===== src/rtl/ocp_bus_master.sv =====
// ocp_bus_master: single-outstanding OCP initiator.
//
// Converts a valid/ready client request into one OCP command (MCmd/MAddr/MData/MByteEn).
// It holds the command until the slave sets SCmdAccept. It then returns a one-cycle completion
// pulse carrying read data, or an error flag for a FAIL/ERR response.
//
// Optional feature macro: OCP_MASTER_TIMEOUT_EN
//   When defined, a 16-bit watchdog aborts a command or response wait after TIMEOUT cycles and
//   reports err=1. When undefined, the block waits indefinitely.
//
// Ports
//   clk, nrst                      clock, asynchronous active-low reset
//   i_req_valid / o_req_ready      client request handshake
//   i_req_write/addr/data/ben      request payload
//   o_rsp_valid/data/err           completion pulse, read data, error flag
//   o_MCmd/MAddr/MData/MByteEn     OCP master request outputs
//   i_SCmdAccept, i_SData, i_SResp OCP slave accept, read data, response

module ocp_bus_master #(
    parameter int unsigned ADDR_WIDTH = 32,
    parameter int unsigned DATA_WIDTH = 32,
    parameter int unsigned BEN_WIDTH  = 4
`ifdef OCP_MASTER_TIMEOUT_EN
    ,
    parameter logic [15:0] TIMEOUT    = 16'd255
`endif
) (
    input  logic                  clk,
    input  logic                  nrst,
    input  logic                  i_req_valid,
    output logic                  o_req_ready,
    input  logic                  i_req_write,
    input  logic [ADDR_WIDTH-1:0] i_req_addr,
    input  logic [DATA_WIDTH-1:0] i_req_data,
    input  logic [BEN_WIDTH-1:0]  i_req_ben,
    output logic                  o_rsp_valid,
    output logic [DATA_WIDTH-1:0] o_rsp_data,
    output logic                  o_rsp_err,
    output logic [ADDR_WIDTH-1:0] o_MAddr,
    output logic [2:0]            o_MCmd,
    output logic [DATA_WIDTH-1:0] o_MData,
    output logic [BEN_WIDTH-1:0]  o_MByteEn,
    input  logic                  i_SCmdAccept,
    input  logic [DATA_WIDTH-1:0] i_SData,
    input  logic [1:0]            i_SResp
);

    localparam logic [2:0] OCP_CMD_IDLE  = 3'd0;
    localparam logic [2:0] OCP_CMD_WRITE = 3'd1;
    localparam logic [2:0] OCP_CMD_READ  = 3'd2;

    localparam logic [1:0] OCP_RESP_NULL = 2'd0;
    localparam logic [1:0] OCP_RESP_DVA  = 2'd1;

    typedef enum logic [1:0] {
        S_IDLE = 2'd0,
        S_CMD  = 2'd1,
        S_RESP = 2'd2
    } state_e;

    state_e                state_q, state_d;
    logic [2:0]            mcmd_q, mcmd_d;
    logic [ADDR_WIDTH-1:0] maddr_q, maddr_d;
    logic [DATA_WIDTH-1:0] mdata_q, mdata_d;
    logic [BEN_WIDTH-1:0]  mben_q, mben_d;
    logic                  ready_q, ready_d;
    logic                  rsp_valid_q, rsp_valid_d;
    logic [DATA_WIDTH-1:0] rsp_data_q, rsp_data_d;
    logic                  rsp_err_q, rsp_err_d;
    logic                  timeout_c;

`ifdef OCP_MASTER_TIMEOUT_EN
    logic [15:0] cnt_q, cnt_d;

    // Expiry fires on the cycle in which the count would reach TIMEOUT.
    assign timeout_c = (16'(cnt_q + 16'd1) == TIMEOUT);

    // Restart on every new wait phase; count while waiting on the slave.
    always_comb begin
        cnt_d = cnt_q;
        if ((state_d == S_CMD && state_q != S_CMD) ||
            (state_q == S_CMD && state_d == S_RESP)) begin
            cnt_d = 16'd0;
        end else if (state_q == S_CMD || state_q == S_RESP) begin
            cnt_d = 16'(cnt_q + 16'd1);
        end
    end

    always_ff @(posedge clk or negedge nrst) begin
        if (!nrst) begin
            cnt_q <= 16'd0;
        end else begin
            cnt_q <= cnt_d;
        end
    end
`else
    assign timeout_c = 1'b0;
`endif

    // Next-state and registered-output logic.
    always_comb begin
        state_d     = state_q;
        mcmd_d      = mcmd_q;
        maddr_d     = maddr_q;
        mdata_d     = mdata_q;
        mben_d      = mben_q;
        ready_d     = ready_q;
        rsp_valid_d = 1'b0;
        rsp_data_d  = rsp_data_q;
        rsp_err_d   = rsp_err_q;

        unique case (state_q)
            S_IDLE: begin
                ready_d = 1'b1;
                if (i_req_valid && ready_q) begin
                    state_d = S_CMD;
                    mcmd_d  = i_req_write ? OCP_CMD_WRITE : OCP_CMD_READ;
                    maddr_d = i_req_addr;
                    mdata_d = i_req_write ? i_req_data : '0;
                    mben_d  = i_req_ben;
                    ready_d = 1'b0;
                end
            end

            S_CMD: begin
                if (i_SCmdAccept) begin
                    mcmd_d  = OCP_CMD_IDLE;
                    maddr_d = '0;
                    mdata_d = '0;
                    mben_d  = '0;
                    if (mcmd_q == OCP_CMD_WRITE) begin
                        // Posted write: complete on accept, SResp is not waited for.
                        state_d     = S_IDLE;
                        ready_d     = 1'b1;
                        rsp_valid_d = 1'b1;
                        rsp_data_d  = '0;
                        rsp_err_d   = 1'b0;
                    end else if (i_SResp != OCP_RESP_NULL) begin
                        state_d     = S_IDLE;
                        ready_d     = 1'b1;
                        rsp_valid_d = 1'b1;
                        rsp_data_d  = (i_SResp == OCP_RESP_DVA) ? i_SData : '0;
                        rsp_err_d   = (i_SResp != OCP_RESP_DVA);
                    end else begin
                        state_d = S_RESP;
                    end
                end else if (timeout_c) begin
                    mcmd_d      = OCP_CMD_IDLE;
                    maddr_d     = '0;
                    mdata_d     = '0;
                    mben_d      = '0;
                    state_d     = S_IDLE;
                    ready_d     = 1'b1;
                    rsp_valid_d = 1'b1;
                    rsp_data_d  = '0;
                    rsp_err_d   = 1'b1;
                end
            end

            S_RESP: begin
                if (i_SResp != OCP_RESP_NULL) begin
                    state_d     = S_IDLE;
                    ready_d     = 1'b1;
                    rsp_valid_d = 1'b1;
                    rsp_data_d  = (i_SResp == OCP_RESP_DVA) ? i_SData : '0;
                    rsp_err_d   = (i_SResp != OCP_RESP_DVA);
                end else if (timeout_c) begin
                    state_d     = S_IDLE;
                    ready_d     = 1'b1;
                    rsp_valid_d = 1'b1;
                    rsp_data_d  = '0;
                    rsp_err_d   = 1'b1;
                end
            end

            default: begin
                state_d = S_IDLE;
                mcmd_d  = OCP_CMD_IDLE;
                ready_d = 1'b0;
            end
        endcase
    end

    // State and output registers.
    always_ff @(posedge clk or negedge nrst) begin
        if (!nrst) begin
            state_q     <= S_IDLE;
            mcmd_q      <= OCP_CMD_IDLE;
            maddr_q     <= '0;
            mdata_q     <= '0;
            mben_q      <= '0;
            ready_q     <= 1'b0;
            rsp_valid_q <= 1'b0;
            rsp_data_q  <= '0;
            rsp_err_q   <= 1'b0;
        end else begin
            state_q     <= state_d;
            mcmd_q      <= mcmd_d;
            maddr_q     <= maddr_d;
            mdata_q     <= mdata_d;
            mben_q      <= mben_d;
            ready_q     <= ready_d;
            rsp_valid_q <= rsp_valid_d;
            rsp_data_q  <= rsp_data_d;
            rsp_err_q   <= rsp_err_d;
        end
    end

    assign o_req_ready = ready_q;
    assign o_rsp_valid = rsp_valid_q;
    assign o_rsp_data  = rsp_data_q;
    assign o_rsp_err   = rsp_err_q;
    assign o_MCmd      = mcmd_q;
    assign o_MAddr     = maddr_q;
    assign o_MData     = mdata_q;
    assign o_MByteEn   = mben_q;

endmodule


===== config.mk =====
export PLATFORM = sky130hd
export DESIGN_NAME = ocp_bus_master
export DESIGN_NICKNAME = d
export VERILOG_FILES = /design/src/rtl/ocp_bus_master.sv
export SDC_FILE = /design/constraint.sdc
export NUM_CORES = 1
export LEC_CHECK = 0
export BUFFER_PORTS_ARGS = -buffer_cell sky130_fd_sc_hd__buf_2
export CORE_UTILIZATION = 35
export CTS_CLUSTER_DIAMETER = 80
export DETAILED_ROUTE_END_ITERATION = 8
export GPL_ROUTABILITY_DRIVEN = 0
export PLACE_DENSITY = 0.6
export SKIP_CTS_REPAIR_TIMING = 1
export SYNTH_ARGS = -nofsm -noshare
export SYNTH_HDL_FRONTEND = slang
export SYNTH_SLANG_ARGS = --single-unit

===== constraint.sdc =====
create_clock -name clk -period 3.9 [get_ports clk]
set_input_delay 0.195 -clock clk [delete_from_list [all_inputs] [get_ports clk]]
set_output_delay 0.195 -clock clk [all_outputs]
set_load 0.02 [all_outputs]

==> results.sh, run 1 <==
export IMPL_cp_end_kind="register"
export IMPL_max_slew_worst_pin_slew_ns=0.9203
export IMPL_finalSetupTns_ns=0
export IMPL_die_x_um=116.9
export IMPL_synthMuxAreaShare_pct=16.62
export IMPL_post_route_min_period_ns=2.520
export IMPL_synthAdderAreaFrac_pct=1.083
export IMPL_yosys_area_share_xor_xnor_pct=0
export IMPL_syn_avg_cell_area_um2=12.53
export IMPL_core_area_mm2=0.01277
export IMPL_slew_violations=0
export IMPL_violations="hold timing"
export IMPL_groute_usage_overall_pct=15.78
export IMPL_multiInputGateArea_mm2=0.001677
export IMPL_drt_initial_drc_count=124
export IMPL_numCtsBuffers=9
export IMPL_fp_dieArea_mm2=0.01367
export IMPL_grt_first_pass_wirelength_mm=16.47
export IMPL_row_count=41
export IMPL_rsz0062_at_grt="false"
export IMPL_path_delay_family="buffers and inverters"
export IMPL_synth_edff_count=0
export IMPL_crit_fanout=68
export IMPL_seqCellArea_mm2=0.002678
export IMPL_critPathSlowestCell="ha_2"
export IMPL_worstPathCellList="inv_1 > ha_2 > buf_4 > nor2_1 > nor3_4 > buf_12 > mux2_2"
export IMPL_synth_cell_types=31
export IMPL_synth_top_family_by_area="multiplexers"
export IMPL_slowest_delay_ns=0.44
export IMPL_wl_mm=10.61
export IMPL_nets=684
export IMPL_clk_pin_slew_ns=0.08
export IMPL_wire_per_inst_um=14.13
export IMPL_drc=0
export IMPL_synth_top_area_share_pct=57.92
export IMPL_status="finished, violations left"
export IMPL_drtAntennaViolNets=0
export IMPL_p_leak_uw=0.003266
export IMPL_finalHoldViolations=26
export IMPL_p_per_area_mw_per_mm2=871.1
export IMPL_max_cap_violations=0
export IMPL_pin_count=213
export IMPL_synth_warning_count=0
export IMPL_syn_nets=480
export IMPL_max_freq_ghz=0.3969
export IMPL_finalPower_uw=5320
export IMPL_synth_compound_area_share_pct=8.227
export IMPL_io_buffers=211
export IMPL_synthSimpleGateAreaFrac_pct=10.15
export IMPL_grt_pass1_vias=3331
export IMPL_synth_top_flop_cell="dfrtp_1"
export IMPL_post_route_period_util_pct=64.61
export IMPL_insertion_delay_ns=0.35
export IMPL_clock_sinks=107
export IMPL_postSynthRegisterBits=107
export IMPL_cts_tree="done"
export IMPL_worst_setup_path_start_kind="register"
export IMPL_clockRootBuffer="clkbuf_16"
export IMPL_crit_type="register to register"
export IMPL_synthCells=369
export IMPL_vias=3443
export IMPL_firstDrtPassIters=4
export IMPL_clk_path_buf_depth=2
export IMPL_setup_viol=0
export IMPL_initial_core_util_pct=36.19
export IMPL_critPathBufInv=3
export IMPL_synth_area_mm2=0.004623
export IMPL_dp_cells=734
export IMPL_peakVddDrop_v=0.0005937
export IMPL_yosysTopAreaCell="dfrtp_1"
export IMPL_grt_overflow=0
export IMPL_htreeDepth=3
export IMPL_max_slew_margin_rel_pct=38.64
export IMPL_hold_ws_ns=-0.02063
export IMPL_yosysSeqAreaShare_pct=57.92
export IMPL_synthArstFlopShare_pct=100.0
export IMPL_avgViaCountPerCell=4.585
export IMPL_nFillCells=1205
export IMPL_cp_arrival_ns=2.75
export IMPL_crit_required_ns=4.13
export IMPL_area_growth_pct=32.10
export IMPL_skew_ns=0.01044
export IMPL_synth_area_top_cells="dfrtp_1, mux2_2, mux2i_1"
export IMPL_die_h_um=116.9
export IMPL_antenna_found_initial=1
export IMPL_drive_gt1_share_pct=47.92
export IMPL_fin_cells=751
export IMPL_dpl_hpwl_mm=7.505
export IMPL_hp_class="input pin to async pin"
export IMPL_grt_start_max_net_pins=73
==> final cells by class <==
| class | instances | area share, % |
|---|---|---|
| Multi-Input combinational cell | 204 | 27.45 |
| Tap cell | 172 | 3.524 |
| Antenna cell | 1 | 0.04098 |
| Timing Repair Buffer | 216 | 18.15 |
| Clock inverter | 7 | 1.147 |
| Sequential cell | 107 | 43.84 |
| Clock buffer | 9 | 3.688 |
| Inverter | 35 | 2.151 |
==> power by group <==
group / switching, uW / internal [uW] / leakage (uW)
combinational: 1500 / 1120 / 0.00172
sequential: 237 / 1560 / 0.00141
clock: 444 / 452 / 0.000142
==> stage by stage <==
step	worst slack, ns	hold slack, ns	utilization (%)	cell area, um^2
floorplan	2.139	-0.1006	-	4623
global placement	1.410	0.3874	45.48	5809
detailed placement	1.348	0.3951	45.48	5809
CTS	1.335	0.01827	47.79	6105
global route	1.185	0.04443	47.81	6107
finish	1.380	-0.02063	47.81	6107
==> cell usage after synthesis (2+ instances only) <==
master and number:
buf_2 3, nor2b_1 39, nand2_1 34, buf_6 2
nor2_1 3, buf_4 10, clkbuf_1 8, ha_1 4
mux2i_1 34, mux2_2 38, a211oi_1 2, inv_1 35
dfrtp_1 107, a22o_1 33
==> worst register-to-register path, stage by stage (launching register included) <==
cell and delay [ns]:
dfrtp_1 0.41, inv_1 0.11, ha_2 0.44, buf_4 0.36, nor2_1 0.12, nor3_4 0.16, buf_12 0.38, mux2_2 0.43
==> cell usage in the layout, fill, tap and decap left out, types with 2 or more instances in the layout <==
| cell | count |
|---|---|
| buf_4 | 5 |
| ha_1 | 3 |
| a22o_1 | 33 |
| a211oi_1 | 2 |
| inv_6 | 3 |
| nor2_1 | 3 |
| dfrtp_1 | 107 |
| nand2_1 | 34 |
| buf_2 | 210 |
| mux2_2 | 38 |
| mux2i_1 | 34 |
| inv_1 | 35 |
| clkbuf_16 | 9 |
| nor2b_1 | 38 |
==> cells by family after synthesis <==
group / count (synthesis)
multiplexers: 72
AO/OA/AOI/OAI: 44
flip-flops: 107
AND/OR/NAND/NOR: 83
buffers and inverters: 58
adder cells (fa/ha/maj): 4
other: 1
==> state kept, by name (all words and copies together), names as in the netlist <==
name	cells
o_rsp_err	1
o_MData	32
o_req_ready	1
o_rsp_data	32
o_MCmd	2
o_MByteEn	4
o_rsp_valid	1
o_MAddr	32
state_q	2
==> path summary, 6_finish.rpt <==
path / start / endpoint / slack [ns] / cells after the start
max: state_q[1] / o_MByteEn[2] / 1.38 / 7
min: nrst / o_MData[20] / -0.02 / 1
max reg2reg: state_q[1] / o_MByteEn[2] / 1.38 / 7
min reg2reg: o_rsp_data[27] / o_rsp_data[27] / 0.50 / 1
max in group asynchronous: nrst / o_MByteEn[1] / 2.89 / 2
min in group clk: i_SData[5] / o_rsp_data[5] / 0.06 / 2
==> metal layers <==
metal  vias up  wire length (um)  track usage [%]
met5         -                 0                0
met4         0               252            7.595
met3        21               863            4.995
met2       146              4716            24.02
met1      1635              4778            20.42
li1       1641                 -                -
(Power assumes the default switching activity.)
==> inputs of run 2 (changes only) <==
PLACE_DENSITY = 0.62   (was 0.6)
clock period = 2.25 ns   (was 3.9 ns; I/O delays follow)
==> results.sh, run 2 (synthesized netlist as in run 1, its figures left out) <==
export IMPL_numCtsBuffers=9
export IMPL_nets=719
export IMPL_row_count=41
export IMPL_wl_mm=11.22
export IMPL_slowest_delay_ns=0.41
export IMPL_critPathSlowestCell="dfrtp_1"
export IMPL_antenna_found_initial=0
export IMPL_drive_gt1_share_pct=46.17
export IMPL_layout_common_cells="buf_2, dfrtp_1, nor2b_1, mux2_2, inv_1"
export IMPL_reg2reg_from="state_q[0]"
export IMPL_setup_slack_ns=0.2218
export IMPL_post_route_min_period_ns=2.028
export IMPL_core_area_mm2=0.01277
export IMPL_area_growth_pct=40.76
export IMPL_placed_cell_area_mm2=0.005892
export IMPL_clk_path_buf_depth=2
export IMPL_status="finished, violations left"
export IMPL_violations="hold timing"
export IMPL_clock_sinks=107
export IMPL_slew_violations=0
export IMPL_initial_core_util_pct=36.19
export IMPL_finish_utilization_pct=50.95
export IMPL_finalSetupTns_ns=0
export IMPL_avgViaCountPerCell=4.641
export IMPL_io_buffers=211
export IMPL_p_per_area_mw_per_mm2=1478
export IMPL_pre_cts_ws_ns=0.2367
export IMPL_cp_end_kind="register"
export IMPL_hp_class="input pin to register"
export IMPL_grt_start_max_net_pins=50
export IMPL_critical_path_reg2reg_endpoint="o_MAddr[1]"
export IMPL_n_antenna_cell=0
export IMPL_finalHoldViolations=1
export IMPL_final_common_cell="buf_2"
export IMPL_post_route_period_util_pct=90.14
export IMPL_holdPathStages=2
export IMPL_die_h_um=116.9
export IMPL_crit_fanout=40
export IMPL_clockRootBuffer="clkbuf_16"
export IMPL_max_cap_violations=0
export IMPL_die_x_um=116.9
export IMPL_crit_type="register to register"
export IMPL_drc=0
export IMPL_fin_area_mm2=0.006507
export IMPL_whs_endpoint="o_rsp_data[4]"
export IMPL_cp_arrival_ns=2.26
export IMPL_hold_ws_ns=-0.01065
export IMPL_p_leak_uw=0.003449
export IMPL_crit_required_ns=2.48
export IMPL_worst_setup_path_start_kind="register"
export IMPL_vias=3643
export IMPL_wire_per_inst_um=14.29
export IMPL_firstDrtPassIters=5
export IMPL_cts_tree="done"
export IMPL_grt_pass1_vias=3415
export IMPL_skew_ns=0.01021
export IMPL_reg2reg_depth=6
export IMPL_groute_usage_overall_pct=15.87
export IMPL_drtAntennaViolNets=0
export IMPL_htreeDepth=3
export IMPL_pin_count=213
export IMPL_insertion_delay_ns=0.35
export IMPL_grt_first_pass_wirelength_mm=16.43
export IMPL_grt_overflow=0
export IMPL_setup_viol=0
export IMPL_clk_pin_slew_ns=0.07
export IMPL_peakVddDrop_v=0.0008030
export IMPL_worstPathCellList="inv_1 > ha_1 > a21boi_2 > nor3_4 > buf_12 > mux2_2"
export IMPL_regToRegSetupSlack_ns=0.22
export IMPL_rsz0062_at_grt="false"
export IMPL_hp_start="i_SData[4]"
export IMPL_dpl_hpwl_mm=7.773
export IMPL_drt_initial_drc_count=100
export IMPL_fp_dieArea_mm2=0.01367
export IMPL_max_freq_ghz=0.4931
run 2: cell types whose count changed in the layout (fill, tap and decap cells not counted), sizes merged:
cell         before  now
buf             216  222
dlygate4sd3       0   29
bufinv            0    2
diode             1    0
clkinvlp          1    0
inv              39   36
clkinv            2    4
run 2: layout make-up:
class                      instances  area, um^2
fill                            1143        6266
sequential                       107        2678
multi-input combinational        204        1677
timing repair buffer             251        1481
clock buffer                       9       225.2
tap                              172       215.2
inverter                          35       131.4
clock inverter                     7       100.1
run 2: power by group:
group | internal [uW] | switching (uW) | total, uW
clock network | 983 | 722 | 1710
registers | 2710 | 423 | 3130
logic | 2110 | 2670 | 4780
total | 5800 | 3820 | 9620
run 2: routing by layer:
layer | vias up | share of wire, % | track usage [%]
met4 | 0 | 1.5 | 7.342
met2 | 148 | 47 | 25.17
li1 | 1719 | - | -
met5 | - | 0 | 0
met3 | 13 | 9.4 | 5.973
met1 | 1763 | 42 | 19.21
run 2: worst max-delay path by stage:
stage	start	to	slack, ns	depth (start not counted)
finish	state_q[0]	o_MAddr[1]	0.22	6
global route	state_q[1]	o_rsp_data[4]	0.06	6
CTS	state_q[0]	o_MAddr[17]	0.22	6
detailed placement	state_q[0]	o_MByteEn[1]	0.24	6
global placement	state_q[0]	o_MAddr[19]	0.33	6
floorplan	state_q[1]	o_MAddr[0]	0.49	7
run 2: worst max-delay path: cells and delay by family, from the launching register on:
kind                     cells  cell delay (ns)
buffers and inverters        2             0.37
multiplexers                 1             0.37
flip-flops                   1             0.41
AND/OR/NAND/NOR              1             0.28
AO/OA/AOI/OAI                1             0.21
adder cells (fa/ha/maj)      1             0.25
run 2: through the flow:
stage | power, uW | hold slack [ns] | instances
final | 9617 | -0.01065 | 785
after global routing | 10250 | 0.002227 | 785
after CTS | 9701 | -0.2908 | 756
after detailed placement | 7951 | 0.09033 | 740
after global placement | 7829 | 0.08811 | 740
after floorplan | 6516 | -0.1831 | 369
